===== config.mk =====
export PLATFORM = sky130hd
export DESIGN_NAME = pcie_pio_responder
export DESIGN_NICKNAME = d
export VERILOG_FILES = /design/src/rtl/pcie_pio_responder.sv
export SDC_FILE = /design/constraint.sdc
export NUM_CORES = 1
export LEC_CHECK = 0
export CAP_MARGIN = 0
export CELL_PAD_IN_SITES_DETAIL_PLACEMENT = 1
export CELL_PAD_IN_SITES_GLOBAL_PLACEMENT = 1
export CORE_MARGIN = 4
export CORE_UTILIZATION = 41
export CTS_CLUSTER_DIAMETER = 120
export CTS_CLUSTER_SIZE = 28
export DETAILED_ROUTE_END_ITERATION = 6
export PLACE_DENSITY = 0.84
export SLEW_MARGIN = 20
export SYNTH_ARGS = -nofsm -noshare
export SYNTH_HDL_FRONTEND = slang
export SYNTH_SLANG_ARGS = --single-unit

===== constraint.sdc =====
create_clock -name USER_CLK -period 2.6 [get_ports USER_CLK]
set_input_delay 0.39 -clock USER_CLK [delete_from_list [all_inputs] [get_ports USER_CLK]]
set_output_delay 0.39 -clock USER_CLK [all_outputs]
set_load 0.02 [all_outputs]

===== src/rtl/pcie_pio_responder.sv =====
// rtl/pcie_pio_responder.sv - single-DW PIO target: MRd32/MWr32 to a 4-register file, CplD on TX
module pcie_pio_responder #(
    parameter logic [31:0] ID_VALUE = 32'h4B433730
) (
    input  logic        USER_CLK,
    input  logic        USER_RST_B,
    input  logic [15:0] CFG_COMPLETER_ID,
    input  logic [63:0] RX_TDATA,
    input  logic [7:0]  RX_TKEEP,
    input  logic        RX_TVALID,
    input  logic        RX_TLAST,
    output logic        RX_TREADY,
    output logic [63:0] TX_TDATA,
    output logic [7:0]  TX_TKEEP,
    output logic        TX_TVALID,
    output logic        TX_TLAST,
    input  logic        TX_TREADY,
    output logic [3:0]  GPIO_LED
);

    typedef enum logic [2:0] {IDLE, HDR2, DRAIN, CPL0, CPL1} state_t;

    state_t      state, state_nx;
    logic        rx_en;
    logic [31:0] led_reg, scratch_reg, counter, rd_data, rd_mux;
    logic [2:0]  tc;
    logic [1:0]  attr;
    logic [15:0] req_id;
    logic [7:0]  tag;
    logic [3:0]  first_be;
    logic        is_wr;
    logic [6:0]  lower_addr;
    logic        rx_fire, hdr_ok, wr_en, rd_en;
    logic [31:0] cpl_dw0, cpl_dw1, cpl_dw2;
    logic        unused_ok;

    assign rx_fire = RX_TVALID && RX_TREADY;
    assign hdr_ok  = (RX_TDATA[30:29] == 2'b00 || RX_TDATA[30:29] == 2'b10)
                     && RX_TDATA[28:24] == 5'b00000 && RX_TDATA[9:0] == 10'd1;
    assign wr_en   = (state == HDR2) && rx_fire && RX_TLAST && is_wr;
    assign rd_en   = (state == HDR2) && rx_fire && RX_TLAST && !is_wr;
    assign unused_ok = &{1'b0, RX_TKEEP, RX_TDATA};

    function automatic logic [31:0] merge(input logic [31:0] old_v, input logic [31:0] new_v,
                                          input logic [3:0] be);
        logic [31:0] r;
        r = old_v;
        for (int k = 0; k < 4; k++)
            if (be[k]) r[8*k +: 8] = new_v[8*k +: 8];
        return r;
    endfunction

    always_comb begin
        rd_mux = 32'h0;
        case (RX_TDATA[3:2])
            2'd0: rd_mux = led_reg;
            2'd1: rd_mux = scratch_reg;
            2'd2: rd_mux = counter;
            2'd3: rd_mux = ID_VALUE;
            default: rd_mux = 32'h0;
        endcase
    end

    always_comb begin
        state_nx = state;
        case (state)
            IDLE:  if (rx_fire) state_nx = RX_TLAST ? IDLE : (hdr_ok ? HDR2 : DRAIN);
            HDR2:  if (rx_fire) state_nx = !RX_TLAST ? DRAIN : (is_wr ? IDLE : CPL0);
            DRAIN: if (rx_fire && RX_TLAST) state_nx = IDLE;
            CPL0:  if (TX_TREADY) state_nx = CPL1;
            CPL1:  if (TX_TREADY) state_nx = IDLE;
            default: state_nx = IDLE;
        endcase
    end

    always_ff @(posedge USER_CLK or negedge USER_RST_B) begin
        if (!USER_RST_B) begin
            state <= IDLE;
            rx_en <= 1'b0;
        end else begin
            state <= state_nx;
            rx_en <= 1'b1;
        end
    end

    always_ff @(posedge USER_CLK or negedge USER_RST_B) begin
        if (!USER_RST_B) begin
            tc         <= 3'd0;
            attr       <= 2'd0;
            req_id     <= 16'h0;
            tag        <= 8'h0;
            first_be   <= 4'h0;
            is_wr      <= 1'b0;
            lower_addr <= 7'h0;
            rd_data    <= 32'h0;
        end else begin
            if (state == IDLE && rx_fire) begin
                tc       <= RX_TDATA[22:20];
                attr     <= RX_TDATA[13:12];
                is_wr    <= RX_TDATA[30];
                req_id   <= RX_TDATA[63:48];
                tag      <= RX_TDATA[47:40];
                first_be <= RX_TDATA[35:32];
            end
            if (rd_en) begin
                lower_addr <= {RX_TDATA[6:2], 2'b00};
                rd_data    <= rd_mux;
            end
        end
    end

    // Register file; counter runs every cycle and wraps naturally.
    always_ff @(posedge USER_CLK or negedge USER_RST_B) begin
        if (!USER_RST_B) begin
            led_reg     <= 32'h0;
            scratch_reg <= 32'h0;
            counter     <= 32'h0;
            GPIO_LED    <= 4'h0;
        end else begin
            counter  <= counter + 32'd1;
            GPIO_LED <= led_reg[3:0];
            if (wr_en) begin
                if (RX_TDATA[3:2] == 2'd0)
                    led_reg <= merge(led_reg, RX_TDATA[63:32], first_be);
                if (RX_TDATA[3:2] == 2'd1)
                    scratch_reg <= merge(scratch_reg, RX_TDATA[63:32], first_be);
            end
        end
    end

    assign cpl_dw0 = {1'b0, 2'b10, 5'b01010, 1'b0, tc, 6'b0, attr, 2'b0, 10'd1};
    assign cpl_dw1 = {CFG_COMPLETER_ID, 3'b000, 1'b0, 12'd4};
    assign cpl_dw2 = {req_id, tag, 1'b0, lower_addr};

    assign RX_TREADY = rx_en && (state == IDLE || state == HDR2 || state == DRAIN);
    assign TX_TVALID = (state == CPL0) || (state == CPL1);
    assign TX_TLAST  = (state == CPL1);
    assign TX_TKEEP  = TX_TVALID ? 8'hFF : 8'h00;
    assign TX_TDATA  = (state == CPL0) ? {cpl_dw1, cpl_dw0} :
                       (state == CPL1) ? {rd_data, cpl_dw2} : 64'h0;

endmodule

==> impl_metrics.tcl, run 1 <==
set metrics [dict create \
    synth_top_family_by_area "multiplexers" \
    finalHoldViolCount 0 \
    io_pins 172 \
    drt_iter0_drc 178 \
    muxShareOfSynthArea 0.230 \
    start_util 0.421 \
    grt_max_degree 60 \
    synth_top_area_share 0.529 \
    min_from "led_reg[3]$_DFFE_PN0P_" \
    p_sw_mw 1.48 \
    yosysTopAreaCell "dfrtp_1" \
    worstPathRequired_ns 2.21 \
    synth_commonest_cells "dfrtp_1, mux2_2, o21ai_0" \
    cts.path.max_buffers 2 \
    synth-compound-area-share 0.0621 \
    drt-pass1-iter-count 4 \
    syn_to_final_growth_pct 29.2 \
    synth-simple-area-share 0.109 \
    row_count 51 \
    period_needed_ns 2.50 \
    grt_pass1_wl_um 36900 \
    synth_cell_types 42 \
    ff2ff_setup_slack_ns 0.31 \
    dp_slack_ns 0.0966 \
    clock-skew-final_ns 0.00780 \
    postRouteAntennaNets 0 \
    wl_per_cell_um 21.4 \
    maxSlewHeadroom 0.452 \
    die_w_um 150 \
    combPwrFrac 0.092 \
    core_region_area_mm2 0.0197 \
    pwr-share-clk 0.441 \
    clk-insertion-delay-late_ns 0.43 \
    end_kind "output port" \
    viasPerCell 5.53 \
    multi_input_area_mm2 0.00364 \
    io_buffers 151 \
    reg2reg_depth 6 \
    ys_async_sr_fraction 1.00 \
    crit_family "buffers and inverters" \
    synth-xor-area-share 0.0318 \
    ys.flop_type "dfrtp_1" \
    crit_path_max_fanout 23 \
    p_per_area_mw_per_mm2 613 \
    postLayoutCellArea_mm2 0.0107 \
    grt_util_all_layers 0.210 \
    crit_buf_inv 4 \
    rsz0062_at_grt "false" \
    vdd_drop_max_v 0.000537 \
    drc 0 \
    synth_seq_area_share 0.529 \
    synth_warnings 0 \
    yosys-top-cells-area "dfrtp_1, mux2_2, mux2i_1, and3_1, o21ai_0" \
    fmax_ghz 0.400 \
    cp_num_cells 7 \
    setup_ws_ns 0.103 \
    hold_depth 0 \
    r2r_start "state[2]$_DFFE_PN0P_" \
    htree_levels 4 \
    dp_cells 1046 \
    regArea_mm2 0.00438 \
    final_cells 1077 \
    path_class "reg -> out" \
    synth-edff-count 0 \
    yosysMostFrequentCell "dfrtp_1" \
    dpl.hpwl_um 16000 \
    hold_path.class "reg -> reg" \
    placed_area_mm2 0.0101 \
    syn_area_mm2 0.00828 \
    syn_inst 657 \
    period_share 0.960 \
    vias 5953 \
    p_int_mw 5.08 \
    p_leak_nw 5.32 \
    crit_chain "buf_4 > nor2_4 > nand2_2 > inv_4 > buf_12 > a22o_1 > clkdlybuf4s15_1" \
    seq_power_share 0.467 \
    cts_tree "yes" \
    critPathMaxStageDelay_ns 0.43 \
    die_y_um 150 \
    final_nets 896 \
    swShare 0.225 \
    dieArea_mm2 0.0225 \
    crit_path_top_delay_cell "dfrtp_1" \
    status "finished, final reports clean" \
    worst-endpoint-arrival_ns 2.11 \
    grt_overflow 0 \
    grt_pass1_vias 6769 \
    tightest_slew_ns 0.821 \
    syn_area_per_cell_um2 12.6 \
    fillerInstances 2030 \
    drv_slew 0 \
    drive_above_1_share 0.272 \
    synth_fa_ha_area_frac 0.00151 \
    startpoint "state[1]$_DFFE_PN0P_" \
    gp_congestion 0.795 \
    cts-buffers-inserted 17 \
    clkTransAtPathRegs_ns 0.06 \
    synth-seq-cells 175 \
    cts-root-buf "clkbuf_16" \
    start_kind "flop" \
    diodes 0 \
    totalWireLength_um 23100 \
    antenna_found_initial 0 \
    drv_cap 0 \
    clock-sinks 175 \
    setup_viol 0 \
]
per-stage QoR:
| step | utilization | total power [mW] | hold WS, ns | TNS [ns] |
|---|---|---|---|---|
| global route | 0.544 | 6.80 | 0.423 | 0 |
| global placement | 0.515 | 3.65 | 0.326 | 0 |
| detailed placement | 0.515 | 3.70 | 0.335 | 0 |
| finish | 0.544 | 6.56 | 0.403 | 0 |
| floorplan | - | 3.37 | 0.0944 | 0 |
| CTS | 0.546 | 6.60 | 0.404 | -0.156 |
power groups by stage:
stage               sequential, mW  clock, mW  combinational [mW]
detailed placement            3.11          0               0.594
global placement              3.09          0               0.559
finish                        3.06       2.89               0.606
CTS                           3.06       2.93               0.613
global route                  3.08       3.06               0.658
floorplan                     3.06          0               0.310
per-layer routing:
layer  vias up  share of wire  track usage
li1       2639              -            -
met1      3134           0.41        0.252
met2       152           0.53        0.378
met3        28          0.045       0.0485
met4         0          0.016       0.0586
met5         -              0            0
cell usage in the layout (no fill, tap or decap), drive strengths merged, types with 2 or more instances in the layout:
cell type,n
clkdlybuf4s50,76
mux2,135
nor2,11
nor3,11
nand2,33
xor2,14
dlygate4sd2,50
inv,9
xnor2,16
and3,40
nand3,20
clkbuf,35
o21ai,48
and4,5
clkinvlp,3
a21o,4
mux2i,33
nor4,8
a22o,21
buf,23
nor4b,3
nand4,7
bufinv,6
clkdlybuf4s15,6
a21oi,2
conb,3
dfrtp,175
worst reg2reg max path: stages, from the launching register on:
cell,delay (ns)
dfrtp_1,0.47
buf_4,0.27
nand4bb_4,0.30
nor4b_4,0.36
buf_12,0.21
nand3_4,0.17
mux2_1,0.39
worst paths after layout:
check                                          endpoint
min in group asynchronous             is_wr$_DFFE_PN0P_
worst min-delay path              GPIO_LED[3]$_DFF_PN0_
worst max-delay path                       TX_TDATA[57]
worst min register to register    GPIO_LED[3]$_DFF_PN0_
max in group asynchronous       rd_data[20]$_DFFE_PN0P_
worst max register to register  led_reg[31]$_DFFE_PN0P_
final cells by class:
class / instances / share of cell area
clock buffers: 19 / 0.0423
inverters: 9 / 0.00339
flip-flops and latches: 175 / 0.409
clock inverters: 10 / 0.0198
well taps: 265 / 0.0310
repair buffers: 173 / 0.154
multi-input cells: 426 / 0.340
cell families after synthesis:
logic type / count (synthesis)
flops: 175
buf+inv: 57
xor+xnor: 30
other cells: 2
compound gates: 81
mux: 168
fa+ha+maj: 1
simple gates: 143
what timing repair did:
action,CTS,global route
resized for setup,79,40
setup endpoints to repair,72,25
pin swaps,0,0
hold buffers,1,0
endpoints found under the hold margin,36,0
setup buffers,1,0
(Power assumes the default switching activity.)
==> run 2, diff against run 1 <==
--- a/config.mk
+++ b/config.mk
@@ -14,6 +14,7 @@
 export CTS_CLUSTER_SIZE = 28
 export DETAILED_ROUTE_END_ITERATION = 6
 export PLACE_DENSITY = 0.84
+export SKIP_LAST_GASP = 1
 export SLEW_MARGIN = 20
 export SYNTH_ARGS = -nofsm -noshare
 export SYNTH_HDL_FRONTEND = slang
==> run 2 against run 1 <==
Net effect:
- die area is the same
- clock-buffer cell count did not move
- non-clock buffer count increased by 1
- power is 0.47% higher
- critical endpoint is now TX_TDATA[12]
==> impl_metrics.tcl, run 2 (synthesized netlist as in run 1, its figures left out) <==
set metrics [dict create \
    grt_pass1_vias 6770 \
    path_class "reg -> out" \
    crit_family "buffers and inverters" \
    grt_max_degree 60 \
    dpl.hpwl_um 16000 \
    diodes 0 \
    postLayoutCellArea_mm2 0.0108 \
    wl_per_cell_um 21.9 \
    vdd_drop_max_v 0.000542 \
    cts-root-buf "clkbuf_16" \
    core_region_area_mm2 0.0197 \
    drive_above_1_share 0.280 \
    antenna_found_initial 0 \
    drv_cap 0 \
    tightest_slew_ns 0.819 \
    crit_path_max_fanout 5 \
    fin_util 0.551 \
    maxSlewHeadroom 0.454 \
    row_count 51 \
    final_common_cell "dfrtp_1" \
    crit_path_top_delay_cell "dfrtp_1" \
    dieArea_mm2 0.0225 \
    die_w_um 150 \
    period_share 0.989 \
    grt_pass1_wl_um 36900 \
    cp_num_cells 7 \
    cts_tree "yes" \
    grt_overflow 0 \
    pwr-share-clk 0.439 \
    period_needed_ns 2.57 \
    fillerInstances 2001 \
    clk-insertion-delay-late_ns 0.43 \
    vias 5914 \
    placed_area_mm2 0.0101 \
    reg2reg_depth 6 \
    die_y_um 150 \
    p_per_area_mw_per_mm2 609 \
    whs_ns 0.402 \
    cts-buffers-inserted 17 \
    final_nets 897 \
    viasPerCell 5.49 \
    end_kind "output port" \
    p_int_mw 5.10 \
    hold_path.class "reg -> reg" \
    drv_slew 0 \
    start_kind "flop" \
    crit_chain "buf_4 > nor2_4 > nand2_2 > inv_4 > buf_12 > a22o_1 > dlygate4sd2_1" \
    worst-endpoint-arrival_ns 2.18 \
    fmax_ghz 0.389 \
    clock-sinks 175 \
    status "finished, final reports clean" \
    clkTransAtPathRegs_ns 0.06 \
    io_pins 172 \
    p_leak_nw 5.84 \
    start_util 0.421 \
    rsz0062_at_grt "true" \
    critPathMaxStageDelay_ns 0.43 \
    hold_depth 0 \
    swShare 0.227 \
    timing.rr.end "scratch_reg[0]$_DFFE_PN0P_" \
    grt_util_all_layers 0.210 \
    crit_end "TX_TDATA[12]" \
    crit_buf_inv 4 \
    postRouteAntennaNets 0 \
    gp_congestion 0.795 \
    htree_levels 4 \
    syn_to_final_growth_pct 30.8 \
    startpoint "state[1]$_DFFE_PN0P_" \
    combPwrFrac 0.096 \
    cts.path.max_buffers 2 \
    seq_power_share 0.465 \
    io_buffers 151 \
    finalHoldViolCount 0 \
    drt_iter0_drc 180 \
    setup_viol 0 \
    ff2ff_setup_slack_ns 0.28 \
    drt-pass1-iter-count 4 \
    r2r_start "state[2]$_DFFE_PN0P_" \
    totalWireLength_um 23600 \
    p_sw_mw 1.49 \
    clock-skew-final_ns 0.00808 \
    worstPathRequired_ns 2.21 \
    drc 0 \
    mostFrequentLayoutCells "dfrtp_1, mux2_2, clkdlybuf4s50_1" \
]
## run 2: cell count changes in the layout (fill, tap and decap cells not counted)
| cell | change |
|---|---|
| clkbuf_16 | +1 |
| clkbuf_2 | +6 |
| clkdlybuf4s15_1 | -6 |
| dlygate4sd2_1 | -36 |
| dlymetal6s2s_1 | +36 |
## run 2: power groups by stage
stage | combinational, mW | clock [mW] | sequential, mW
4_1_cts | 0.606 | 2.93 | 3.06
5_1_grt | 0.686 | 3.06 | 3.08
6_report | 0.635 | 2.89 | 3.06
3_5_place_dp | 0.594 | 0 | 3.11
2_1_floorplan | 0.310 | 0 | 3.06
3_3_place_gp | 0.559 | 0 | 3.09
## run 2: how the worst min path moves through the flow
stage	slack, ns	start	end
CTS	0.40	led_reg[3]$_DFFE_PN0P_	GPIO_LED[3]$_DFF_PN0_
global route	0.42	led_reg[3]$_DFFE_PN0P_	GPIO_LED[3]$_DFF_PN0_
floorplan	0.09	USER_RST_B	GPIO_LED[0]$_DFF_PN0_
detailed placement	0.33	USER_RST_B	is_wr$_DFFE_PN0P_
finish	0.40	led_reg[3]$_DFFE_PN0P_	GPIO_LED[3]$_DFF_PN0_
global placement	0.33	USER_RST_B	is_wr$_DFFE_PN0P_
## run 2: layout make-up
type	instances	area [um2]	area share
Sequential cell	175	4380	0.405
Inverter	9	36.3	0.00335
Multi-Input combinational cell	426	3640	0.336
Timing Repair Buffer	174	1780	0.164
Clock buffer	19	453	0.0418
Clock inverter	10	211	0.0195
Tap cell	265	332	0.0306
## run 2: worst reg2reg max path: stages, from the launching register on
cell	delay (ns)
dfrtp_1	0.48
buf_4	0.28
nand4bb_4	0.30
nor4b_4	0.36
buf_12	0.21
nand3_4	0.21
mux2_4	0.36
## run 2: layer usage
layer  up-vias  track usage  wire [um]
met3        26       0.0494       1050
met5         -            0          0
li1       2651            -          -
met4         0       0.0572        360
met1      3104        0.250       9670
met2       133        0.380      12600
## run 2: what timing repair did
item,in CTS,in global routing
gates resized for setup,41,85
setup endpoints to repair,72,59
hold buffers,1,0
cloned,0,1
setup buffers,1,0
hold endpoints to repair,36,0
## run 2: metrics by stage
| stage | worst slack [ns] | setup TNS [ns] | instances | total power, mW |
|---|---|---|---|---|
| detailed placement | 0.0966 | 0 | 1046 | 3.70 |
| global placement | 0.224 | 0 | 1046 | 3.65 |
| CTS | -0.188 | -5.89 | 1077 | 6.59 |
| floorplan | 0.374 | 0 | 658 | 3.37 |
| global route | -0.0338 | -0.0421 | 1078 | 6.83 |
| finish | 0.0293 | 0 | 1078 | 6.59 |
